[config.mk]
export PLATFORM = sky130hd
export DESIGN_NAME = axis_contrast_stretch
export DESIGN_NICKNAME = d
export VERILOG_FILES = /design/src/rtl/axis_contrast_stretch.sv
export SDC_FILE = /design/constraint.sdc
export NUM_CORES = 1
export LEC_CHECK = 0
export CORE_UTILIZATION = 65
export CTS_CLUSTER_DIAMETER = 150
export DETAILED_ROUTE_END_ITERATION = 6
export DONT_BUFFER_PORTS = 1
export PLACE_DENSITY = 0.85
export SLEW_MARGIN = 15
export SYNTH_ARGS = -nofsm -noshare
export SYNTH_HDL_FRONTEND = slang
export SYNTH_SLANG_ARGS = --single-unit
[constraint.sdc]
create_clock -name clk -period 14.74 [get_ports clk]
set_input_delay 0.737 -clock clk [delete_from_list [all_inputs] [get_ports clk]]
set_output_delay 0.737 -clock clk [all_outputs]
set_load 0.02 [all_outputs]
[src/rtl/axis_contrast_stretch.sv]
// AXI-Stream contrast stretch: out = clamp(((pix - lo) sat 0) * gain >> 8).
// Two-stage pipeline (S1 subtract/multiply, S2 shift/clamp) with per-frame
// shadowed configuration and per-frame min/max statistics on the input pixels.
module axis_contrast_stretch #(
    parameter int WIDTH  = 8,
    parameter int HEIGHT = 480
) (
    input  logic             clk,
    input  logic             rst_n,
    input  logic             s_tvalid,
    input  logic             s_tlast,
    input  logic             s_tuser,
    input  logic [WIDTH-1:0] s_tdata,
    output logic             s_tready,
    output logic             m_tvalid,
    output logic             m_tlast,
    output logic             m_tuser,
    output logic [WIDTH-1:0] m_tdata,
    input  logic             m_tready,
    input  logic [WIDTH-1:0] cfg_lo,
    input  logic [15:0]      cfg_gain,
    input  logic             cfg_bypass,
    output logic [WIDTH-1:0] stat_min,
    output logic [WIDTH-1:0] stat_max,
    output logic             stat_valid,
    output logic             frame_err
);

    localparam int PW = WIDTH + 16;
    localparam int CW = $clog2(HEIGHT + 1);
    localparam logic [CW-1:0] LAST_LINE = CW'(HEIGHT);

    // Pipeline state
    logic             v1_reg, last1_reg, user1_reg, byp1_reg;
    logic [WIDTH-1:0] raw1_reg;
    logic [PW-1:0]    prod1_reg;
    logic             v2_reg, last2_reg, user2_reg;
    logic [WIDTH-1:0] data2_reg;

    // Shadow configuration
    logic [WIDTH-1:0] lo_act_reg;
    logic [15:0]      gain_act_reg;
    logic             bypass_act_reg;

    // Statistics state
    logic [CW-1:0]    cnt_reg;
    logic             active_reg;
    logic [WIDTH-1:0] run_min_reg, run_max_reg;
    logic [WIDTH-1:0] stat_min_reg, stat_max_reg;
    logic             stat_valid_reg, frame_err_reg;

    logic             advance, acc, sof_acc;
    logic [WIDTH-1:0] lo_eff;
    logic [15:0]      gain_eff;
    logic             bypass_eff;
    logic [WIDTH-1:0] diff;
    logic [PW-1:0]    prod;
    logic [PW-9:0]    shifted;
    logic [WIDTH-1:0] clamped, pix2;
    logic             in_stats, frame_done;
    logic [CW-1:0]    cnt_after;
    logic [WIDTH-1:0] new_min, new_max;
    logic             unused_low;

    // The whole pipe moves when the output register is free or being drained.
    assign advance = !v2_reg || m_tready;
    assign s_tready = advance;
    assign acc     = s_tvalid && advance;
    assign sof_acc = acc && s_tuser;

    assign m_tvalid   = v2_reg;
    assign m_tlast    = last2_reg;
    assign m_tuser    = user2_reg;
    assign m_tdata    = data2_reg;
    assign stat_min   = stat_min_reg;
    assign stat_max   = stat_max_reg;
    assign stat_valid = stat_valid_reg;
    assign frame_err  = frame_err_reg;

    // S1 arithmetic: the SOF beat already uses the new configuration.
    always_comb begin
        lo_eff     = lo_act_reg;
        gain_eff   = gain_act_reg;
        bypass_eff = bypass_act_reg;
        if (sof_acc) begin
            lo_eff     = cfg_lo;
            gain_eff   = cfg_gain;
            bypass_eff = cfg_bypass;
        end
        diff = (s_tdata > lo_eff) ? (s_tdata - lo_eff) : '0;
        prod = {16'd0, diff} * {{WIDTH{1'b0}}, gain_eff};
    end

    // S2 arithmetic: drop the Q8.8 fraction and saturate to full scale.
    always_comb begin
        shifted = prod1_reg[PW-1:8];
        clamped = (|shifted[PW-9:WIDTH]) ? '1 : shifted[WIDTH-1:0];
        pix2    = byp1_reg ? raw1_reg : clamped;
    end

    // Fraction bits are discarded by design.
    assign unused_low = ^prod1_reg[7:0];

    // Pipeline registers: both stages advance together, tlast/tuser ride along.
    always_ff @(posedge clk or negedge rst_n) begin
        if (!rst_n) begin
            v1_reg    <= 1'b0;
            last1_reg <= 1'b0;
            user1_reg <= 1'b0;
            byp1_reg  <= 1'b0;
            raw1_reg  <= '0;
            prod1_reg <= '0;
            v2_reg    <= 1'b0;
            last2_reg <= 1'b0;
            user2_reg <= 1'b0;
            data2_reg <= '0;
        end else if (advance) begin
            v1_reg    <= s_tvalid;
            last1_reg <= s_tlast;
            user1_reg <= s_tuser;
            byp1_reg  <= bypass_eff;
            raw1_reg  <= s_tdata;
            prod1_reg <= prod;
            v2_reg    <= v1_reg;
            last2_reg <= last1_reg;
            user2_reg <= user1_reg;
            data2_reg <= pix2;
        end
    end

    // Shadow configuration latches on every accepted SOF beat.
    always_ff @(posedge clk or negedge rst_n) begin
        if (!rst_n) begin
            lo_act_reg     <= '0;
            gain_act_reg   <= 16'h0100;
            bypass_act_reg <= 1'b0;
        end else if (sof_acc) begin
            lo_act_reg     <= cfg_lo;
            gain_act_reg   <= cfg_gain;
            bypass_act_reg <= cfg_bypass;
        end
    end

    // Running min/max and line count for the beat being accepted this cycle.
    always_comb begin
        in_stats = acc && (s_tuser || active_reg);
        if (s_tuser) begin
            cnt_after = s_tlast ? CW'(1) : '0;
            new_min   = s_tdata;
            new_max   = s_tdata;
        end else begin
            cnt_after = cnt_reg + CW'(s_tlast);
            new_min   = (s_tdata < run_min_reg) ? s_tdata : run_min_reg;
            new_max   = (s_tdata > run_max_reg) ? s_tdata : run_max_reg;
        end
        frame_done = in_stats && s_tlast && (cnt_after == LAST_LINE);
    end

    // Statistics registers; active_reg marks an open, not yet complete frame,
    // so beats outside a frame are ignored and the counter holds at HEIGHT.
    always_ff @(posedge clk or negedge rst_n) begin
        if (!rst_n) begin
            cnt_reg        <= '0;
            active_reg     <= 1'b0;
            run_min_reg    <= '0;
            run_max_reg    <= '0;
            stat_min_reg   <= '0;
            stat_max_reg   <= '0;
            stat_valid_reg <= 1'b0;
            frame_err_reg  <= 1'b0;
        end else begin
            stat_valid_reg <= frame_done;
            frame_err_reg  <= sof_acc && active_reg;
            if (in_stats) begin
                cnt_reg     <= cnt_after;
                run_min_reg <= new_min;
                run_max_reg <= new_max;
                active_reg  <= !frame_done;
            end
            if (frame_done) begin
                stat_min_reg <= new_min;
                stat_max_reg <= new_max;
            end
        end
    end

endmodule
==> metrics list <==
- Total count of max-transition violations in the final report: 0
- Pin count of the biggest net entering global routing: 109
* Dominant cell type by count on the critical path: fa_1
* First-pass GRT wire length: 34.6 mm
- Placed standard-cell area: 9100 µm²
- Static leakage: 4.80 nW
* Minimum clock period: 10250 ps
* Measured slew at the worst slew-check pin: 1080 ps
- After clock tree synthesis, the clock-pin slew on the worst setup and hold paths is 70 ps.
- Power consumption: 0.00221 W
- Via/cell ratio: 5.97
- In this run, post-CTS hold repair placed 0 buffers.
- Vertical extent of the die: 120 µm
* Antenna violations before repair: 1
- Startpoint type of the worst setup path: flip-flop
* Netlist cell types: 60
- For this block, the routed nets add up to 20.4 mm of wire.
* Highest-delay cell along the critical path: o41a_1
* Share of Yosys cell area claimed by the top area cell type: 0.298
* Die Width: 120 µm
* Setup repair after global routing missed its margin: no
- For this run, the slowest stage of the critical path takes 740 ps.
- Pre-Repair DR Iteration Count: 5
- Along the worst path, the maximum fanout reaches 56.
- Gp weighted congestion: 0.919
* Number of setup buffers added after CTS: 0
- Area contributors post-synth: dfrtp_1 30%, fa_1 19%, ha_1 8.8%
- For the worst-skew pair, the clock arrives at the later sink with an insertion delay of 350 ps.
- For this design, the sink count on the clock tree is 108.
- Nature of the critical path endpoint: flip-flop
- Min-delay worst type: in -> async
* Floorplan die area: 14300 µm²
* Number of global-route vias before repair: 6925
- Final Worst Setup Slack: 4490 ps
- IO Pins: 69
* Core box area: 13300 µm²
* Initial core utilization: 0.673
- In this run, synthesis produced a sequential element count of 108.
- The number of hold-slack violations in the final timing report was 0.
- The clock tree synthesis step divided the H-tree into 3 levels.
- Final design area excluding fillers: 9410 µm²
* Number of warnings issued by yosys: 0
- Fraction of final layout cells with drive strength greater than 1: 0.0430
- Summing every instance area after synthesis gives 8990 µm².
* Post-cts repair resize count: 0
* Routed wirelength normalized by instance count: 17.7 µm
* Worst-case setup slack after placement: 4550 ps
* RR Startpoint: m_tvalid
- Most instantiated flip-flop cell in the synthesis netlist: dfrtp_1
- dfrtp_1 takes more of the synthesized area than any other cell.
- Worst path arrival time: 10500 ps
- GRT Resource Usage Total: 0.312
* Tightest slew margin relative to the limit: 0.260
* Share of synthesized area occupied by flip-flops and latches: 0.301
- No sink is reached through more buffers than the 2 on the longest clock path.
- Number of flops mapped to enable cells by yosys: 0
- Setup Crit Path Kind: reg -> reg
- Number of nets in the finished design: 1158
- Number of rows in the core area: 42
- For this run the aggregate overflow at the end of global routing stands at 0.
* Data required time at the worst endpoint: 14990 ps
- Clock skew: 7.62 ps
- Syn Nets: 1178
* Number of antenna-violating nets in the routed design: 0
- Count of buffering cells on the critical path with inverters included: 4
- For this run, the number of standard cells in the final layout without fillers is 1154.
- Number of violations reported at the end of detailed-routing iteration 0: 633
- After detailed placement, the design holds a cell count of 1137.
- Setup violations remaining at the end of the flow were counted as 0.
* TritonCTS clock tree: done
- Detailed routing inserted a total of 6884 vias.
- P&R area growth vs syn: 4.66%
- Start point of the critical path: m_tvalid
* Post-route fraction of the period consumed by the critical path: 0.696
- In the synthesized netlist the async set-or-reset flop fraction comes to 1.00.
- Post-Synthesis Mean Instance Area: 9.06 µm²
* Total of buffers placed on input and output ports: 0
- Adding up every negative setup slack in the final design gives 0 ps.
- For this design the ratio of total power to cell area is 235 nW/µm².
- The tool flagged a number of max-cap violations equal to 0.
* DRC violation count after routing: 0
- Count of filler cells inserted in the layout: 1003
- Instance count of the mapped netlist: 992
* Buffer cell driving the clock tree root: clkbuf_16
* Detailed placement HPWL: 15.4 mm
- Outcome: finished clean
- Based on the critical path, the design can be clocked at up to 0.0975 GHz.
- The number of clock buffers added by TritonCTS is 9.
- The kind of cell with the highest combined delay along the critical path is simple AND/OR/NAND/NOR gates.
- Peak supply drop: 0.000173 V
-- Yosys cell counts, types with 7 or more instances --
master,count
inv_1,142
nor2_1,136
nand2_1,108
dfrtp_1,107
fa_1,84
ha_1,63
o21ai_0,43
a21oi_1,41
nand3_1,36
mux2i_1,33
clkbuf_1,26
a21o_1,18
xnor2_1,17
nand2b_1,10
o211ai_1,10
mux2_2,9
nor2b_1,8
nor3_1,8
o22ai_1,8
buf_1,7
or4_1,7
xor2_1,7
-- area by class of cell --
class | instances | area (µm²) | area share
repair buffers | 5 | 37.5 | 0.00399
well taps | 176 | 220 | 0.0234
inverters | 142 | 533 | 0.0567
clock buffers | 11 | 243 | 0.0258
diodes | 1 | 2.50 | 0.000266
flip-flops and latches | 108 | 2700 | 0.287
multi-input cells | 706 | 5610 | 0.596
clock inverters | 5 | 61.3 | 0.00652
-- metal layers --
metal	up-vias	part of all wire	global-route usage
li1	3191	-	-
met1	3375	0.42	0.430
met2	279	0.49	0.504
met3	39	0.079	0.0632
met4	0	0.020	0.0859
met5	-	0	0
-- report_power, final --
| group | internal [W] | switching (W) | leakage [nW] |
|---|---|---|---|
| registers | 0.000373 | 0.0000494 | 1.32 |
| logic | 0.000620 | 0.000920 | 3.34 |
| clock network | 0.000137 | 0.000108 | 0.138 |
-- metrics by stage --
step,hold WS (ps),utilization
5_1_grt,66.0,0.705
3_5_place_dp,443,0.682
2_1_floorplan,435,-
4_1_cts,71.2,0.705
6_report,83.0,0.705
3_3_place_gp,443,0.682
-- final timing paths --
check,to,slack [ps],depth (start not counted)
max,prod1_reg[22],4490,31
min,cnt_reg[5],80,0
max reg2reg,prod1_reg[22],4490,31
min reg2reg,last1_reg,470,2
max in group asynchronous,gain_act_reg[8],14450,0
min in group clk,last1_reg,470,2
-- placed cells by master (no fill, tap or decap), drive strengths merged, types with 17 or more instances in the layout --
cell,count
ha,63
xnor2,17
nand3,37
a21oi,41
fa,84
dfrtp,107
a21o,18
o21ai,43
nor2,137
nand2,109
inv,142
mux2i,33
-- cell families (layout without fill, tap and decap cells) --
group / Yosys count / count (layout) / share of synthesized area
buffers and inverters: 178 / 163 / 0.0757
AND/OR/NAND/NOR: 346 / 346 / 0.173
multiplexers: 42 / 42 / 0.0480
XOR/XNOR: 24 / 24 / 0.0234
flip-flops: 108 / 108 / 0.301
adder cells (fa/ha/maj): 149 / 149 / 0.277
AO/OA/AOI/OAI: 145 / 145 / 0.102
other: 0 / 1 / 0
No activity file was read; power rests on OpenSTA's default activity.
